**src/rtl/mux_rr_stream.sv**
```systemverilog
// rtl/mux_rr_stream.sv - N-channel stream mux with round-robin/fixed arbitration and packet lock
module mux_rr_stream #(
    parameter  int N_CH = 4,
    parameter  int W    = 8,
    localparam int SW   = $clog2(N_CH)
) (
    input  logic              clk,
    input  logic              rst,
    input  logic [N_CH*W-1:0] in_data,
    input  logic [N_CH-1:0]   in_valid,
    input  logic [N_CH-1:0]   in_last,
    output logic [N_CH-1:0]   in_ready,
    input  logic              mode,
    input  logic [SW-1:0]     sel,
    output logic [W-1:0]      out_data,
    output logic [SW-1:0]     out_ch,
    output logic              out_last,
    output logic              out_valid,
    input  logic              out_ready
);

    logic [W-1:0]  out_data_q, out_data_d;
    logic [SW-1:0] out_ch_q, out_ch_d;
    logic          out_last_q, out_last_d;
    logic          out_valid_q, out_valid_d;
    logic          lock_q, lock_d;
    logic [SW-1:0] lock_ch_q, lock_ch_d;
    logic [SW-1:0] last_grant_q, last_grant_d;

    logic          load;
    logic          found;
    logic [SW-1:0] grant_idx;
    logic          xfer;
    int            cand;

    // The output register can accept a new beat when empty or draining this cycle.
    assign load = !out_valid_q || out_ready;

    // Arbitration: a locked packet owns the mux, otherwise fixed select or a
    // round-robin search starting just after the last granted channel.
    always_comb begin
        found     = 1'b0;
        grant_idx = '0;
        cand      = 0;
        if (lock_q) begin
            if (in_valid[lock_ch_q]) begin
                found     = 1'b1;
                grant_idx = lock_ch_q;
            end
        end else if (mode) begin
            if (int'(sel) < N_CH) begin
                if (in_valid[sel]) begin
                    found     = 1'b1;
                    grant_idx = sel;
                end
            end
        end else begin
            for (int i = 1; i <= N_CH; i++) begin
                cand = int'(last_grant_q) + i;
                if (cand >= N_CH) begin
                    cand = cand - N_CH;
                end
                if (!found && in_valid[cand]) begin
                    found     = 1'b1;
                    grant_idx = SW'(cand);
                end
            end
        end
    end

    // Ready is one-hot on the granted channel, gated by load and held low in reset.
    assign in_ready = (found && load && !rst)
                    ? ({{(N_CH-1){1'b0}}, 1'b1} << grant_idx)
                    : '0;
    assign xfer     = |in_ready;

    // Next-state for the output stage, arbitration pointer and packet lock.
    always_comb begin
        out_data_d   = out_data_q;
        out_ch_d     = out_ch_q;
        out_last_d   = out_last_q;
        out_valid_d  = out_valid_q;
        lock_d       = lock_q;
        lock_ch_d    = lock_ch_q;
        last_grant_d = last_grant_q;
        if (xfer) begin
            out_data_d   = in_data[int'(grant_idx)*W +: W];
            out_ch_d     = grant_idx;
            out_last_d   = in_last[grant_idx];
            out_valid_d  = 1'b1;
            last_grant_d = grant_idx;
            lock_d       = !in_last[grant_idx];
            lock_ch_d    = grant_idx;
        end else if (out_ready) begin
            out_valid_d  = 1'b0;
        end
    end

    // State registers; reset points last_grant at the top channel so channel 0 wins first.
    always_ff @(posedge clk or posedge rst) begin
        if (rst) begin
            out_data_q   <= '0;
            out_ch_q     <= '0;
            out_last_q   <= 1'b0;
            out_valid_q  <= 1'b0;
            lock_q       <= 1'b0;
            lock_ch_q    <= '0;
            last_grant_q <= SW'(N_CH-1);
        end else begin
            out_data_q   <= out_data_d;
            out_ch_q     <= out_ch_d;
            out_last_q   <= out_last_d;
            out_valid_q  <= out_valid_d;
            lock_q       <= lock_d;
            lock_ch_q    <= lock_ch_d;
            last_grant_q <= last_grant_d;
        end
    end

    assign out_data  = out_data_q;
    assign out_ch    = out_ch_q;
    assign out_last  = out_last_q;
    assign out_valid = out_valid_q;

endmodule

```
**config.mk**
```make
export PLATFORM = sky130hd
export DESIGN_NAME = mux_rr_stream
export DESIGN_NICKNAME = d
export VERILOG_FILES = /design/src/rtl/mux_rr_stream.sv
export SDC_FILE = /design/constraint.sdc
export NUM_CORES = 1
export LEC_CHECK = 0
export ABC_CLOCK_PERIOD_IN_PS = 2240
export CAP_MARGIN = 10
export CORE_ASPECT_RATIO = 0.6
export CORE_UTILIZATION = 25
export CTS_CLUSTER_SIZE = 10
export DETAILED_ROUTE_END_ITERATION = 16
export HOLD_SLACK_MARGIN = 0.15
export PLACE_DENSITY = 0.67
export SETUP_SLACK_MARGIN = 0.05
export SLEW_MARGIN = 15
export SYNTH_ARGS = -nofsm -noshare
export SYNTH_HDL_FRONTEND = slang
export SYNTH_SLANG_ARGS = --single-unit
```
**constraint.sdc**
```tcl
create_clock -name clk -period 2.24 [get_ports clk]
set_input_delay 0.448 -clock clk [delete_from_list [all_inputs] [get_ports clk]]
set_output_delay 0.448 -clock clk [all_outputs]
set_load 0.02 [all_outputs]
```
==> metrics.txt, run 1 <==
# TYPE chip_impl_metric gauge
chip_impl_metric{name="synth_cell_type_count",unit=""} 32
chip_impl_info{name="synth.cells.most_frequent",value="sky130_fd_sc_hd__mux2i_1 (22), sky130_fd_sc_hd__nand2_1 (14), sky130_fd_sc_hd__dfrtp_1 (13)"} 1
chip_impl_metric{name="post_cts_hold_buffer_count",unit=""} 0
chip_impl_metric{name="clockBufferDepth",unit=""} 2
chip_impl_metric{name="dpl_cell_area",unit="um^2"} 1930
chip_impl_metric{name="synth.net_count",unit=""} 155
chip_impl_metric{name="tritoncts.num_buffers",unit=""} 3
chip_impl_metric{name="gp_congestion",unit=""} 0.873
chip_impl_metric{name="layout_min_cycle_time",unit="ns"} 2.52
chip_impl_metric{name="rows",unit=""} 18
chip_impl_metric{name="grt_use_total",unit="%"} 18.0
chip_impl_info{name="cts_tree",value="done"} 1
chip_impl_metric{name="ys_seq_area_share",unit="%"} 34.2
chip_impl_info{name="synth_area_leaders",value="sky130_fd_sc_hd__dfrtp_1 (29%), sky130_fd_sc_hd__mux2i_1 (20%), sky130_fd_sc_hd__o221ai_2 (11%), sky130_fd_sc_hd__dfstp_2 (4.8%), sky130_fd_sc_hd__nand2_1 (4.8%)"} 1
chip_impl_metric{name="cap_viol_max_count",unit=""} 0
chip_impl_info{name="status",value="finished with violations"} 1
chip_impl_metric{name="num_io_pins",unit=""} 62
chip_impl_info{name="highest-signal-layer",value="met4"} 1
chip_impl_metric{name="max_slew.worst_pin.slew",unit="ns"} 0.570
chip_impl_info{name="worst_path_most_repeated_cell",value="sky130_fd_sc_hd__buf_4"} 1
chip_impl_metric{name="power.leakage",unit="nW"} 0.926
chip_impl_metric{name="drt_drc_violations_left",unit=""} 0
chip_impl_metric{name="worst_path_largest_cell_delay",unit="ns"} 0.40
chip_impl_metric{name="route.vias.total",unit=""} 1239
chip_impl_metric{name="antenna_violating_nets_post_route",unit=""} 0
chip_impl_metric{name="die_area",unit="um^2"} 4700
chip_impl_metric{name="postLayoutCellArea",unit="um^2"} 2250
chip_impl_metric{name="synth_async_sr_flop_share",unit="%"} 100
chip_impl_info{name="cpMaxStageDelayCell",value="sky130_fd_sc_hd__a311o_2"} 1
chip_impl_metric{name="yosys.area.top_type_share",unit="%"} 29.4
chip_impl_metric{name="cp.required",unit="ns"} 1.79
chip_impl_metric{name="period_utilisation_layout",unit="%"} 113
chip_impl_metric{name="synth.avg_cell_area",unit="um^2"} 10.1
chip_impl_metric{name="r2r.worst_path.cells",unit=""} 8
chip_impl_metric{name="detail_route.iter0.violations",unit=""} 50
chip_impl_metric{name="antenna_found_initial",unit=""} 0
chip_impl_metric{name="buffer_ports.inserted",unit=""} 61
chip_impl_metric{name="final_hold_viol_count",unit=""} 0
chip_impl_metric{name="detailedRoute.firstPassIterationCount",unit=""} 4
chip_impl_metric{name="route.detailed.wl_per_inst",unit="um"} 15.7
chip_impl_metric{name="headroom_to_the_max_slew_limit",unit="%"} 62.0
chip_impl_info{name="start_kind",value="primary input"} 1
chip_impl_info{name="failed_checks",value="negative setup slack"} 1
chip_impl_metric{name="worst_setup_hold_path_clk_slew",unit="ns"} 0.06
chip_impl_info{name="most_frequently_used_flop_master_after_synthesis",value="sky130_fd_sc_hd__dfrtp_1"} 1
chip_impl_info{name="grt_setup_unrepaired",value="yes"} 1
chip_impl_metric{name="nets",unit=""} 243
chip_impl_metric{name="routed_wl",unit="mm"} 4.03
chip_impl_metric{name="max_freq",unit="GHz"} 0.396
chip_impl_info{name="most_instantiated_library_cell_after_synthesis",value="sky130_fd_sc_hd__mux2i_1"} 1
chip_impl_metric{name="holdPathStages",unit=""} 2
chip_impl_metric{name="clock_latency_reported_for_the_late_side_of_the_worst_skew_pair",unit="ns"} 0.25
chip_impl_metric{name="chipWidth",unit="um"} 87.8
chip_impl_metric{name="worst_slack",unit="ns"} -0.284
chip_impl_info{name="worstPathCellList",value="clkdlybuf4s15_2 -> buf_4 -> o211ai_1 -> a2111oi_4 -> a311o_2 -> buf_4 -> nor2_4 -> buf_4"} 1
chip_impl_info{name="ctsRootBufferMaster",value="sky130_fd_sc_hd__clkbuf_8"} 1
chip_impl_info{name="cp-end-kind",value="primary output"} 1
chip_impl_info{name="ws_path_type",value="primary input to primary output"} 1
chip_impl_metric{name="htreeDepth",unit=""} 1
chip_impl_metric{name="met3_length",unit="um"} 324
chip_impl_metric{name="worstPathArrival",unit="ns"} 2.08
chip_impl_metric{name="critical_path.max_fanout",unit=""} 6
chip_impl_info{name="synth_area_leader",value="sky130_fd_sc_hd__dfrtp_1"} 1
chip_impl_metric{name="synth_area",unit="um^2"} 1100
chip_impl_metric{name="diodes",unit=""} 0
chip_impl_metric{name="ratio_of_cells_with_drive_above_1_in_the_final_layout",unit="%"} 45.9
chip_impl_metric{name="tritoncts_num_sinks",unit=""} 15
chip_impl_metric{name="timing.final.max_slew_violations",unit=""} 0
chip_impl_metric{name="grt_pass1_wl",unit="mm"} 6.15
chip_impl_metric{name="netlist_instances",unit=""} 109
chip_impl_info{name="min-delay-path-class",value="flop to flop"} 1
chip_impl_metric{name="crit_buf_inv",unit=""} 4
chip_impl_metric{name="die_height",unit="um"} 53.5
chip_impl_metric{name="syn2layout_area_growth",unit="%"} 104
chip_impl_metric{name="crit_cells",unit=""} 8
chip_impl_metric{name="route.detailed.vias_per_inst",unit=""} 4.84
chip_impl_metric{name="start_util",unit="%"} 26.5
chip_impl_metric{name="worst_ir_drop_vdd",unit="V"} 0.000541
chip_impl_metric{name="final.fill_count",unit=""} 355
chip_impl_metric{name="wl_met2",unit="mm"} 1.87
chip_impl_metric{name="total_of_endpoints_with_negative_setup_slack_in_the_final_report",unit=""} 7
chip_impl_metric{name="core_area",unit="um^2"} 4170
chip_impl_metric{name="routedLengthMet1",unit="mm"} 1.77
chip_impl_metric{name="grt_start_max_net_pins",unit=""} 16
chip_impl_metric{name="number_of_synthesis_warnings",unit=""} 0
chip_impl_metric{name="grt_overflow_total",unit=""} 0
chip_impl_metric{name="grt_pass1_vias",unit=""} 1329
chip_impl_info{name="timing.critical_path.max_delay_family",value="compound AO/OA/AOI/OAI gates"} 1
chip_impl_metric{name="cellPowerDensity",unit="nW/um^2"} 1160
chip_impl_metric{name="synth-edff-count",unit=""} 0
chip_impl_metric{name="totalPowerFinal",unit="mW"} 2.61
chip_impl_metric{name="ys_seq_elements",unit=""} 15
chip_impl_metric{name="hpwlAfterDp",unit="mm"} 2.90
chip_impl_metric{name="timing.clock.skew",unit="ns"} 0.00584
[power by group]
| part | switching, mW | internal, mW | leakage [nW] |
|---|---|---|---|
| sequential | 0.0914 | 0.412 | 0.180 |
| combinational | 0.841 | 1.05 | 0.720 |
| clock | 0.0924 | 0.123 | 0.0255 |
| total | 1.02 | 1.58 | 0.926 |
[metrics by stage]
step	setup WS [ns]	std cells	util [%]	hold slack [ns]	TNS (ns)
final	-0.284	256	54.0	0.495	-1.11
after detailed placement	-1.20	246	46.4	0.478	-13.43
after global placement	-1.08	246	46.4	0.483	-11.39
after global routing	-0.347	256	54.0	0.535	-1.75
after floorplan	-0.0729	109	-	0.348	-0.203
after CTS	-0.244	256	50.5	0.495	-0.881
[layout by cell type (no fill, tap or decap), types with 2 or more instances in the layout]
master	netlist	routed
sky130_fd_sc_hd__a21o_1	3	3
sky130_fd_sc_hd__buf_12	0	2
sky130_fd_sc_hd__buf_2	2	4
sky130_fd_sc_hd__buf_4	2	29
sky130_fd_sc_hd__buf_6	3	3
sky130_fd_sc_hd__clkbuf_8	0	3
sky130_fd_sc_hd__clkdlybuf4s15_2	0	3
sky130_fd_sc_hd__clkdlybuf4s50_1	0	50
sky130_fd_sc_hd__dfrtp_1	13	12
sky130_fd_sc_hd__dfstp_2	2	2
sky130_fd_sc_hd__inv_1	5	4
sky130_fd_sc_hd__mux2i_1	22	7
sky130_fd_sc_hd__mux2i_2	0	6
sky130_fd_sc_hd__mux2i_4	0	9
sky130_fd_sc_hd__nand2_1	14	14
sky130_fd_sc_hd__nand2b_4	0	3
sky130_fd_sc_hd__nor2_1	4	2
sky130_fd_sc_hd__nor2_4	0	2
sky130_fd_sc_hd__o211ai_1	2	2
sky130_fd_sc_hd__o21ai_0	3	2
sky130_fd_sc_hd__o221ai_2	8	10
[logic make-up (layout without fill, tap and decap cells)]
| group | Yosys count | in the layout | synth area share [%] |
|---|---|---|---|
| mux | 23 | 23 | 21.0 |
| flops | 15 | 15 | 34.2 |
| buf+inv | 13 | 100 | 7.36 |
| simple gates | 30 | 30 | 13.3 |
| compound gates | 28 | 28 | 24.2 |
[final timing paths]
check / startpoint / end / slack [ns]
max: in_valid[0] / in_ready[1] / -0.28
min: out_data[3] / out_data[3] / 0.49
max reg2reg: last_grant_q[0] / out_data[2] / -0.02
min reg2reg: out_data[3] / out_data[3] / 0.49
max in group asynchronous: rst / lock_ch_q[0] / 1.05
min in group asynchronous: rst / out_valid / 0.78
[state kept, by name, indices dropped and copies added, names as in the netlist]
name / flops
last_grant_q: 2
lock_ch_q: 2
lock_q: 1
out_data: 8
out_last: 1
out_valid: 1
[cell type report]
type,count,area [um^2],area share (%)
sequential,15,379,16.8
timing repair buffer,91,846,37.6
multi-input combinational,81,886,39.4
clock inverter,1,5.00,0.222
clock buffer,3,41.3,1.83
inverter,5,18.8,0.834
tap,60,75.1,3.34
[worst register-to-register path, stage by stage (launching register included)]
cell	delay (ns)
sky130_fd_sc_hd__dfstp_2	0.54
sky130_fd_sc_hd__buf_4	0.13
sky130_fd_sc_hd__o221ai_2	0.11
sky130_fd_sc_hd__a2111oi_4	0.42
sky130_fd_sc_hd__a311o_2	0.26
sky130_fd_sc_hd__buf_4	0.17
sky130_fd_sc_hd__buf_12	0.16
sky130_fd_sc_hd__mux2i_4	0.24
sky130_fd_sc_hd__o221ai_2	0.11
[metal layers]
layer	vias up	GRT usage [%]
li1	584	-
met1	571	23.2
met2	73	29.6
met3	11	5.15
met4	0	4.64
met5	-	0
[repair_timing]
| item | in CTS | in global routing |
|---|---|---|
| setup endpoints to repair | 18 | 17 |
| setup buffers | 6 | 0 |
| resized for setup | 72 | 23 |
| pin swaps | 8 | 3 |
(Power assumes the default switching activity.)
==> run 2: changes to the inputs <==
- PLACE_DENSITY: 0.67 -> unset
==> run 2 against run 1 <==
The run still ends with negative setup slack left. Core utilization shrank 0.36 points. Register-to-register slack is essentially flat. Global-route usage grew 0.45 points. Sequential share of layout area grew 0.11 points. Hold slack lost 0.0021 ns. Worst setup slack lost 0.035 ns. Critical path depth shrank 1. Sequential cell count is the same. Die area is the same. Wire length grew 3.4%. Combinational power shrank 5%. Clock power grew 10%. Critical path type is now flop to primary output. Highest routed layer unchanged.
==> metrics.txt, run 2 (synthesized netlist as in run 1, its figures left out) <==
# TYPE chip_impl_metric gauge
chip_impl_metric{name="max_slew.worst_pin.slew",unit="ns"} 0.616
chip_impl_metric{name="holdPathStages",unit=""} 2
chip_impl_metric{name="crit_buf_inv",unit=""} 1
chip_impl_metric{name="htreeDepth",unit=""} 1
chip_impl_metric{name="num_io_pins",unit=""} 62
chip_impl_info{name="grt_setup_unrepaired",value="yes"} 1
chip_impl_info{name="mostFrequentLayoutCells",value="sky130_fd_sc_hd__clkdlybuf4s50_1 (50), sky130_fd_sc_hd__buf_4 (34), sky130_fd_sc_hd__nand2_1 (14)"} 1
chip_impl_metric{name="cap_viol_max_count",unit=""} 0
chip_impl_metric{name="clock_latency_reported_for_the_late_side_of_the_worst_skew_pair",unit="ns"} 0.26
chip_impl_metric{name="route.detailed.vias_per_inst",unit=""} 4.74
chip_impl_metric{name="clock_power_share",unit="%"} 9.4
chip_impl_metric{name="grt_overflow_total",unit=""} 0
chip_impl_metric{name="tritoncts_num_sinks",unit=""} 15
chip_impl_metric{name="clockBufferDepth",unit=""} 2
chip_impl_metric{name="hpwlAfterDp",unit="mm"} 3.03
chip_impl_info{name="cts_tree",value="done"} 1
chip_impl_metric{name="core_area",unit="um^2"} 4170
chip_impl_info{name="cp-end-kind",value="primary output"} 1
chip_impl_metric{name="start_util",unit="%"} 26.5
chip_impl_metric{name="sequentialPowerShare",unit="%"} 19.6
chip_impl_metric{name="placedCellCount",unit=""} 249
chip_impl_metric{name="chipWidth",unit="um"} 87.8
chip_impl_info{name="min-delay-path-class",value="flop to flop"} 1
chip_impl_metric{name="whs",unit="ns"} 0.492
chip_impl_metric{name="max_freq",unit="GHz"} 0.391
chip_impl_metric{name="timing.final.max_slew_violations",unit=""} 0
chip_impl_metric{name="gp_congestion",unit=""} 0.991
chip_impl_metric{name="headroom_to_the_max_slew_limit",unit="%"} 58.9
chip_impl_metric{name="cellPowerDensity",unit="nW/um^2"} 1140
chip_impl_metric{name="worst_ir_drop_vdd",unit="V"} 0.000461
chip_impl_metric{name="detailedRoute.firstPassIterationCount",unit=""} 4
chip_impl_metric{name="antenna_violating_nets_post_route",unit=""} 0
chip_impl_metric{name="timing.reg2reg.setup_slack",unit="ns"} -0.03
chip_impl_metric{name="multiInputGateArea",unit="um^2"} 851
chip_impl_info{name="start_kind",value="flop"} 1
chip_impl_metric{name="detail_route.iter0.violations",unit=""} 76
chip_impl_info{name="crit-reg2reg-capture",value="out_data[1]"} 1
chip_impl_metric{name="final.fill_count",unit=""} 363
chip_impl_metric{name="final_hold_viol_count",unit=""} 0
chip_impl_metric{name="route.detailed.wl_per_inst",unit="um"} 16.0
chip_impl_metric{name="grt_pass1_wl",unit="mm"} 6.33
chip_impl_metric{name="cp.required",unit="ns"} 1.79
chip_impl_info{name="most_common_library_cell_in_the_layout_ignoring_fill_and_taps",value="sky130_fd_sc_hd__clkdlybuf4s50_1"} 1
chip_impl_metric{name="combinationalPowerShare",unit="%"} 71.0
chip_impl_metric{name="worst_path_largest_cell_delay",unit="ns"} 0.44
chip_impl_metric{name="route.vias.total",unit=""} 1233
chip_impl_metric{name="rows",unit=""} 18
chip_impl_metric{name="grt_pass1_vias",unit=""} 1270
chip_impl_metric{name="total_of_endpoints_with_negative_setup_slack_in_the_final_report",unit=""} 8
chip_impl_metric{name="ratio_of_cells_with_drive_above_1_in_the_final_layout",unit="%"} 45.5
chip_impl_info{name="cpMaxStageDelayCell",value="sky130_fd_sc_hd__dfrtp_2"} 1
chip_impl_metric{name="grt_start_max_net_pins",unit=""} 16
chip_impl_metric{name="final_cells",unit=""} 260
chip_impl_metric{name="tritoncts.num_buffers",unit=""} 3
chip_impl_metric{name="timing.clock.skew",unit="ns"} 0.00516
chip_impl_metric{name="nets",unit=""} 247
chip_impl_metric{name="sequential_cell_area",unit="um^2"} 379
chip_impl_metric{name="power.switching_fraction",unit="%"} 40.2
chip_impl_metric{name="worstPathArrival",unit="ns"} 2.11
chip_impl_metric{name="grt_use_total",unit="%"} 18.5
chip_impl_metric{name="dpl_cell_area",unit="um^2"} 1960
chip_impl_metric{name="largest_register_ff_count",unit=""} 8
chip_impl_info{name="status",value="finished with violations"} 1
chip_impl_metric{name="routed_wl",unit="mm"} 4.16
chip_impl_metric{name="worst_setup_hold_path_clk_slew",unit="ns"} 0.07
chip_impl_metric{name="net_switching_power_of_the_design",unit="mW"} 1.02
chip_impl_info{name="worstPathCellList",value="mux2i_1 -> o21ai_1 -> a21oi_2 -> or3_4 -> or2_4 -> and2b_2 -> buf_6"} 1
chip_impl_info{name="hold_path_end",value="out_data[1]"} 1
chip_impl_metric{name="worst_slack",unit="ns"} -0.318
chip_impl_metric{name="period_utilisation_layout",unit="%"} 114
chip_impl_metric{name="intPower",unit="mW"} 1.52
chip_impl_metric{name="drt_drc_violations_left",unit=""} 0
chip_impl_metric{name="buffer_ports.inserted",unit=""} 61
chip_impl_metric{name="totalPowerFinal",unit="mW"} 2.54
chip_impl_info{name="hold_start",value="out_data[1]"} 1
chip_impl_info{name="ws_path_type",value="flop to primary output"} 1
chip_impl_metric{name="post_cts_hold_buffer_count",unit=""} 0
chip_impl_metric{name="die_height",unit="um"} 53.5
chip_impl_metric{name="diodes",unit=""} 0
chip_impl_info{name="timing.critical_path.max_delay_family",value="simple AND/OR/NAND/NOR gates"} 1
chip_impl_info{name="ctsRootBufferMaster",value="sky130_fd_sc_hd__clkbuf_8"} 1
chip_impl_metric{name="postLayoutCellArea",unit="um^2"} 2240
chip_impl_metric{name="critical_path.max_fanout",unit=""} 4
chip_impl_metric{name="antenna_found_initial",unit=""} 0
chip_impl_info{name="failed_checks",value="negative setup slack"} 1
chip_impl_info{name="critical_register_to_register_path_startpoint",value="last_grant_q[0]"} 1
chip_impl_metric{name="power.leakage",unit="nW"} 0.935
chip_impl_metric{name="layout_min_cycle_time",unit="ns"} 2.56
chip_impl_metric{name="r2r.worst_path.cells",unit=""} 9
chip_impl_metric{name="syn2layout_area_growth",unit="%"} 102
chip_impl_metric{name="die_area",unit="um^2"} 4700
[run 2: cell count changes in the layout (fill, tap and decap cells not counted), moves of 2 or more]
| cell | delta |
|---|---|
| sky130_fd_sc_hd__mux2i_4 | -5 |
| sky130_fd_sc_hd__mux2i_2 | +3 |
| sky130_fd_sc_hd__buf_4 | +5 |
| sky130_fd_sc_hd__clkdlybuf4s15_2 | -2 |
| sky130_fd_sc_hd__mux2i_1 | +2 |
| sky130_fd_sc_hd__clkdlybuf4s15_1 | +2 |
| sky130_fd_sc_hd__buf_12 | -2 |
| sky130_fd_sc_hd__buf_6 | +2 |
| sky130_fd_sc_hd__buf_2 | -3 |
[run 2: power by group through the flow]
stage               Sequential [mW]  Clock [mW]  Combinational (mW)
detailed placement            0.500           0                1.45
CTS                           0.497       0.243                1.65
global route                  0.511       0.257                1.90
global placement              0.499           0                1.42
finish                        0.498       0.237                1.80
floorplan                     0.614           0               0.772
[run 2: how the worst max path moves through the flow]
stage	start	to	slack [ns]	depth (start not counted)
global placement	in_valid[1]	in_ready[2]	-1.19	8
floorplan	in_valid[3]	in_ready[1]	-0.07	9
finish	lock_ch_q[0]	in_ready[0]	-0.32	7
detailed placement	in_valid[1]	in_ready[3]	-1.20	9
CTS	last_grant_q[0]	in_ready[0]	-0.29	8
global route	lock_ch_q[0]	in_ready[0]	-0.40	7
[run 2: area by class of cell]
cell class / count / share of cell area (%)
clock buffer: 3 / 1.85
multi-input combinational: 81 / 38.1
tap: 60 / 3.36
inverter: 5 / 0.951
timing repair buffer: 95 / 38.5
clock inverter: 1 / 0.336
sequential: 15 / 17.0
[run 2: worst reg2reg max path, stage by stage (launching register included)]
cell,delay [ns]
sky130_fd_sc_hd__dfstp_2,0.53
sky130_fd_sc_hd__buf_4,0.13
sky130_fd_sc_hd__o221ai_4,0.10
sky130_fd_sc_hd__a2111oi_4,0.36
sky130_fd_sc_hd__a311o_1,0.21
sky130_fd_sc_hd__buf_6,0.13
sky130_fd_sc_hd__buf_4,0.14
sky130_fd_sc_hd__buf_6,0.18
sky130_fd_sc_hd__mux2i_4,0.25
sky130_fd_sc_hd__o221ai_2,0.12
[run 2: through the flow]
step | worst slack, ns | setup TNS, ns | util, %
finish | -0.318 | -1.11 | 53.7
CTS | -0.289 | -1.34 | 51.4
detailed placement | -1.20 | -14.05 | 46.9
global route | -0.402 | -1.94 | 53.7
global placement | -1.19 | -13.39 | 46.9
floorplan | -0.0729 | -0.203 | -
[run 2: per-layer routing]
layer	wire length, um	share of wire, %	vias up	GRT usage, %
met3	262	6.3	4	5.77
met2	1980	48	44	30.2
met5	0	0	-	0
li1	-	-	590	-
met1	1890	45	595	24.9
met4	34	0.82	0	0.820
[run 2: what timing repair did]
| action | CTS | global route |
|---|---|---|
| pin swaps | 9 | 7 |
| endpoints found under the setup margin | 18 | 15 |
| gates resized for setup | 64 | 22 |
| setup buffers | 9 | 1 |
| cloned | 0 | 0 |
==> run 3: changes to the inputs <==
- ABC_AREA: unset -> 0
- CTS_BUF_LIST: unset -> sky130_fd_sc_hd__clkbuf_16
- REMOVE_ABC_BUFFERS: unset -> 1
==> run 3 against run 2 <==
The run still ends with negative setup slack left. Via count shrank 1.9%. Critical path type unchanged. Sequential share of layout area decreased by 0.22 points. Count of clock-buffer cells in the layout is the same. Critical path depth unchanged. Fmax is 0.34% higher.
==> metrics.txt, run 3 (synthesized netlist as in run 1, its figures left out) <==
# TYPE chip_impl_metric gauge
chip_impl_metric{name="route.detailed.wl_per_inst",unit="um"} 15.9
chip_impl_metric{name="gp_congestion",unit=""} 0.866
chip_impl_metric{name="postLayoutCellArea",unit="um^2"} 2260
chip_impl_metric{name="chipWidth",unit="um"} 87.8
chip_impl_metric{name="power.switching_fraction",unit="%"} 37.6
chip_impl_metric{name="headroom_to_the_max_slew_limit",unit="%"} 60.0
chip_impl_metric{name="route.detailed.vias_per_inst",unit=""} 4.80
chip_impl_info{name="status",value="finished with violations"} 1
chip_impl_metric{name="hpwlAfterDp",unit="mm"} 2.93
chip_impl_metric{name="rows",unit=""} 18
chip_impl_metric{name="routed_wl",unit="mm"} 4.00
chip_impl_metric{name="net_switching_power_of_the_design",unit="mW"} 1.03
chip_impl_metric{name="clock_latency_reported_for_the_late_side_of_the_worst_skew_pair",unit="ns"} 0.24
chip_impl_info{name="crit-reg2reg-capture",value="lock_q"} 1
chip_impl_metric{name="cp.required",unit="ns"} 1.79
chip_impl_metric{name="worst_setup_hold_path_clk_slew",unit="ns"} 0.05
chip_impl_metric{name="placedCellCount",unit=""} 244
chip_impl_metric{name="max_slew.worst_pin.slew",unit="ns"} 0.600
chip_impl_info{name="mostFrequentLayoutCells",value="sky130_fd_sc_hd__clkdlybuf4s50_1 (50), sky130_fd_sc_hd__buf_4 (22), sky130_fd_sc_hd__nand2_1 (14)"} 1
chip_impl_metric{name="cap_viol_max_count",unit=""} 0
chip_impl_info{name="most_common_library_cell_in_the_layout_ignoring_fill_and_taps",value="sky130_fd_sc_hd__clkdlybuf4s50_1"} 1
chip_impl_metric{name="layout_min_cycle_time",unit="ns"} 2.55
chip_impl_metric{name="cellPowerDensity",unit="nW/um^2"} 1210
chip_impl_metric{name="fin_setup_tns",unit="ns"} -1.58
chip_impl_info{name="critical_register_to_register_path_startpoint",value="last_grant_q[0]"} 1
chip_impl_metric{name="detail_route.iter0.violations",unit=""} 31
chip_impl_metric{name="final.fill_count",unit=""} 364
chip_impl_metric{name="grt_pass1_wl",unit="mm"} 5.89
chip_impl_metric{name="grt_overflow_total",unit=""} 0
chip_impl_metric{name="detailedRoute.firstPassIterationCount",unit=""} 4
chip_impl_info{name="ws_path_type",value="flop to primary output"} 1
chip_impl_metric{name="holdPathStages",unit=""} 2
chip_impl_metric{name="core_area",unit="um^2"} 4170
chip_impl_metric{name="clockBufferDepth",unit=""} 2
chip_impl_metric{name="num_io_pins",unit=""} 62
chip_impl_metric{name="buffer_ports.inserted",unit=""} 61
chip_impl_metric{name="timing.clock.skew",unit="ns"} 0.00256
chip_impl_metric{name="power.leakage",unit="nW"} 0.919
chip_impl_metric{name="total_of_endpoints_with_negative_setup_slack_in_the_final_report",unit=""} 13
chip_impl_info{name="ctsRootBufferMaster",value="sky130_fd_sc_hd__clkbuf_16"} 1
chip_impl_metric{name="clock_power_share",unit="%"} 12.5
chip_impl_metric{name="timing.reg2reg.setup_slack",unit="ns"} -0.10
chip_impl_metric{name="route.vias.total",unit=""} 1209
chip_impl_metric{name="worstPathArrival",unit="ns"} 2.10
chip_impl_info{name="cp-end-kind",value="primary output"} 1
chip_impl_metric{name="grt_pass1_vias",unit=""} 1235
chip_impl_metric{name="finalCoreUtilization",unit="%"} 54.2
chip_impl_metric{name="worst_ir_drop_vdd",unit="V"} 0.000574
chip_impl_metric{name="start_util",unit="%"} 26.5
chip_impl_metric{name="final_hold_viol_count",unit=""} 0
chip_impl_metric{name="grt_start_max_net_pins",unit=""} 16
chip_impl_info{name="cts_tree",value="done"} 1
chip_impl_metric{name="diodes",unit=""} 0
chip_impl_metric{name="final_cells",unit=""} 252
chip_impl_metric{name="period_utilisation_layout",unit="%"} 114
chip_impl_metric{name="critical_path.max_fanout",unit=""} 4
chip_impl_metric{name="timing.final.max_slew_violations",unit=""} 0
chip_impl_info{name="critPathLaunch",value="lock_ch_q[0]"} 1
chip_impl_info{name="worstPathCellList",value="mux2i_1 -> o21ai_1 -> a21oi_2 -> or3_4 -> or2_4 -> and2b_1 -> buf_6"} 1
chip_impl_metric{name="nets",unit=""} 239
chip_impl_metric{name="tritoncts.num_buffers",unit=""} 3
chip_impl_metric{name="drt_drc_violations_left",unit=""} 0
chip_impl_metric{name="ratio_of_cells_with_drive_above_1_in_the_final_layout",unit="%"} 42.7
chip_impl_info{name="min-delay-path-class",value="flop to flop"} 1
chip_impl_metric{name="pre_cts_slack",unit="ns"} -1.19
chip_impl_metric{name="grt_use_total",unit="%"} 17.4
chip_impl_metric{name="worst_slack",unit="ns"} -0.310
chip_impl_metric{name="die_area",unit="um^2"} 4700
chip_impl_metric{name="tritoncts_num_sinks",unit=""} 15
chip_impl_metric{name="r2r.worst_path.cells",unit=""} 9
chip_impl_info{name="start_kind",value="flop"} 1
chip_impl_metric{name="dpl_cell_area",unit="um^2"} 1890
chip_impl_metric{name="syn2layout_area_growth",unit="%"} 104
chip_impl_metric{name="antenna_found_initial",unit=""} 0
chip_impl_metric{name="worst_path_largest_cell_delay",unit="ns"} 0.42
chip_impl_info{name="failed_checks",value="negative setup slack"} 1
chip_impl_metric{name="sequentialPowerShare",unit="%"} 18.4
chip_impl_metric{name="die_height",unit="um"} 53.5
chip_impl_info{name="grt_setup_unrepaired",value="yes"} 1
chip_impl_metric{name="whs",unit="ns"} 0.489
chip_impl_metric{name="totalPowerFinal",unit="mW"} 2.74
chip_impl_metric{name="antenna_violating_nets_post_route",unit=""} 0
chip_impl_metric{name="max_freq",unit="GHz"} 0.392
chip_impl_metric{name="combinationalPowerShare",unit="%"} 69.1
chip_impl_info{name="hold_path_end",value="out_last"} 1
chip_impl_metric{name="htreeDepth",unit=""} 1
chip_impl_info{name="hold_start",value="out_last"} 1
chip_impl_metric{name="largest_register_ff_count",unit=""} 8
chip_impl_info{name="cpMaxStageDelayCell",value="sky130_fd_sc_hd__dfrtp_1"} 1
chip_impl_metric{name="intPower",unit="mW"} 1.71
==> run 3: critical path: cells and delay by family, from the launching register on <==
| kind | cells | cell delay [ns] |
|---|---|---|
| mux | 1 | 0.16 |
| compound gates | 2 | 0.33 |
| flops | 1 | 0.42 |
| simple gates | 3 | 0.84 |
| buf+inv | 1 | 0.11 |
==> run 3: layer usage <==
metal	vias to the layer above	part of all wire, %	GRT usage [%]
met5	-	0	0
met4	0	0.72	3.83
met3	4	5.1	5.15
met2	40	52	31.1
met1	586	42	20.8
li1	579	-	-
==> run 3: worst max-delay path by stage <==
stage / end / slack, ns
finish: in_ready[0] / -0.31
floorplan: in_ready[2] / -0.59
global route: in_ready[0] / -0.39
detailed placement: in_ready[2] / -1.19
global placement: in_ready[2] / -1.04
CTS: in_ready[0] / -0.27
==> run 3: final cells by class <==
type | count | area [um^2] | share of cell area, %
Multi-Input combinational cell | 81 | 860 | 38.1
Timing Repair Buffer | 87 | 847 | 37.5
Sequential cell | 15 | 378 | 16.7
Clock buffer | 3 | 75.1 | 3.32
Tap cell | 60 | 75.1 | 3.32
Inverter | 5 | 18.8 | 0.831
Clock inverter | 1 | 5.00 | 0.222
==> run 3: power groups by stage <==
stage | logic, mW | clock network [mW] | registers (mW)
3_3_place_gp | 1.35 | 0 | 0.491
2_1_floorplan | 0.631 | 0 | 0.613
3_5_place_dp | 1.38 | 0 | 0.498
6_report | 1.90 | 0.343 | 0.504
5_1_grt | 2.01 | 0.361 | 0.517
4_1_cts | 1.76 | 0.351 | 0.499
==> run 3: repair_timing <==
item | 4_1_cts | 5_1_grt
cloned | 1 | 0
buffers inserted | 3 | 0
pin swaps | 10 | 4
endpoints found under the setup margin | 18 | 16
hold endpoints to repair | 0 | 0
resized for setup | 75 | 22
hold buffers | 0 | 0
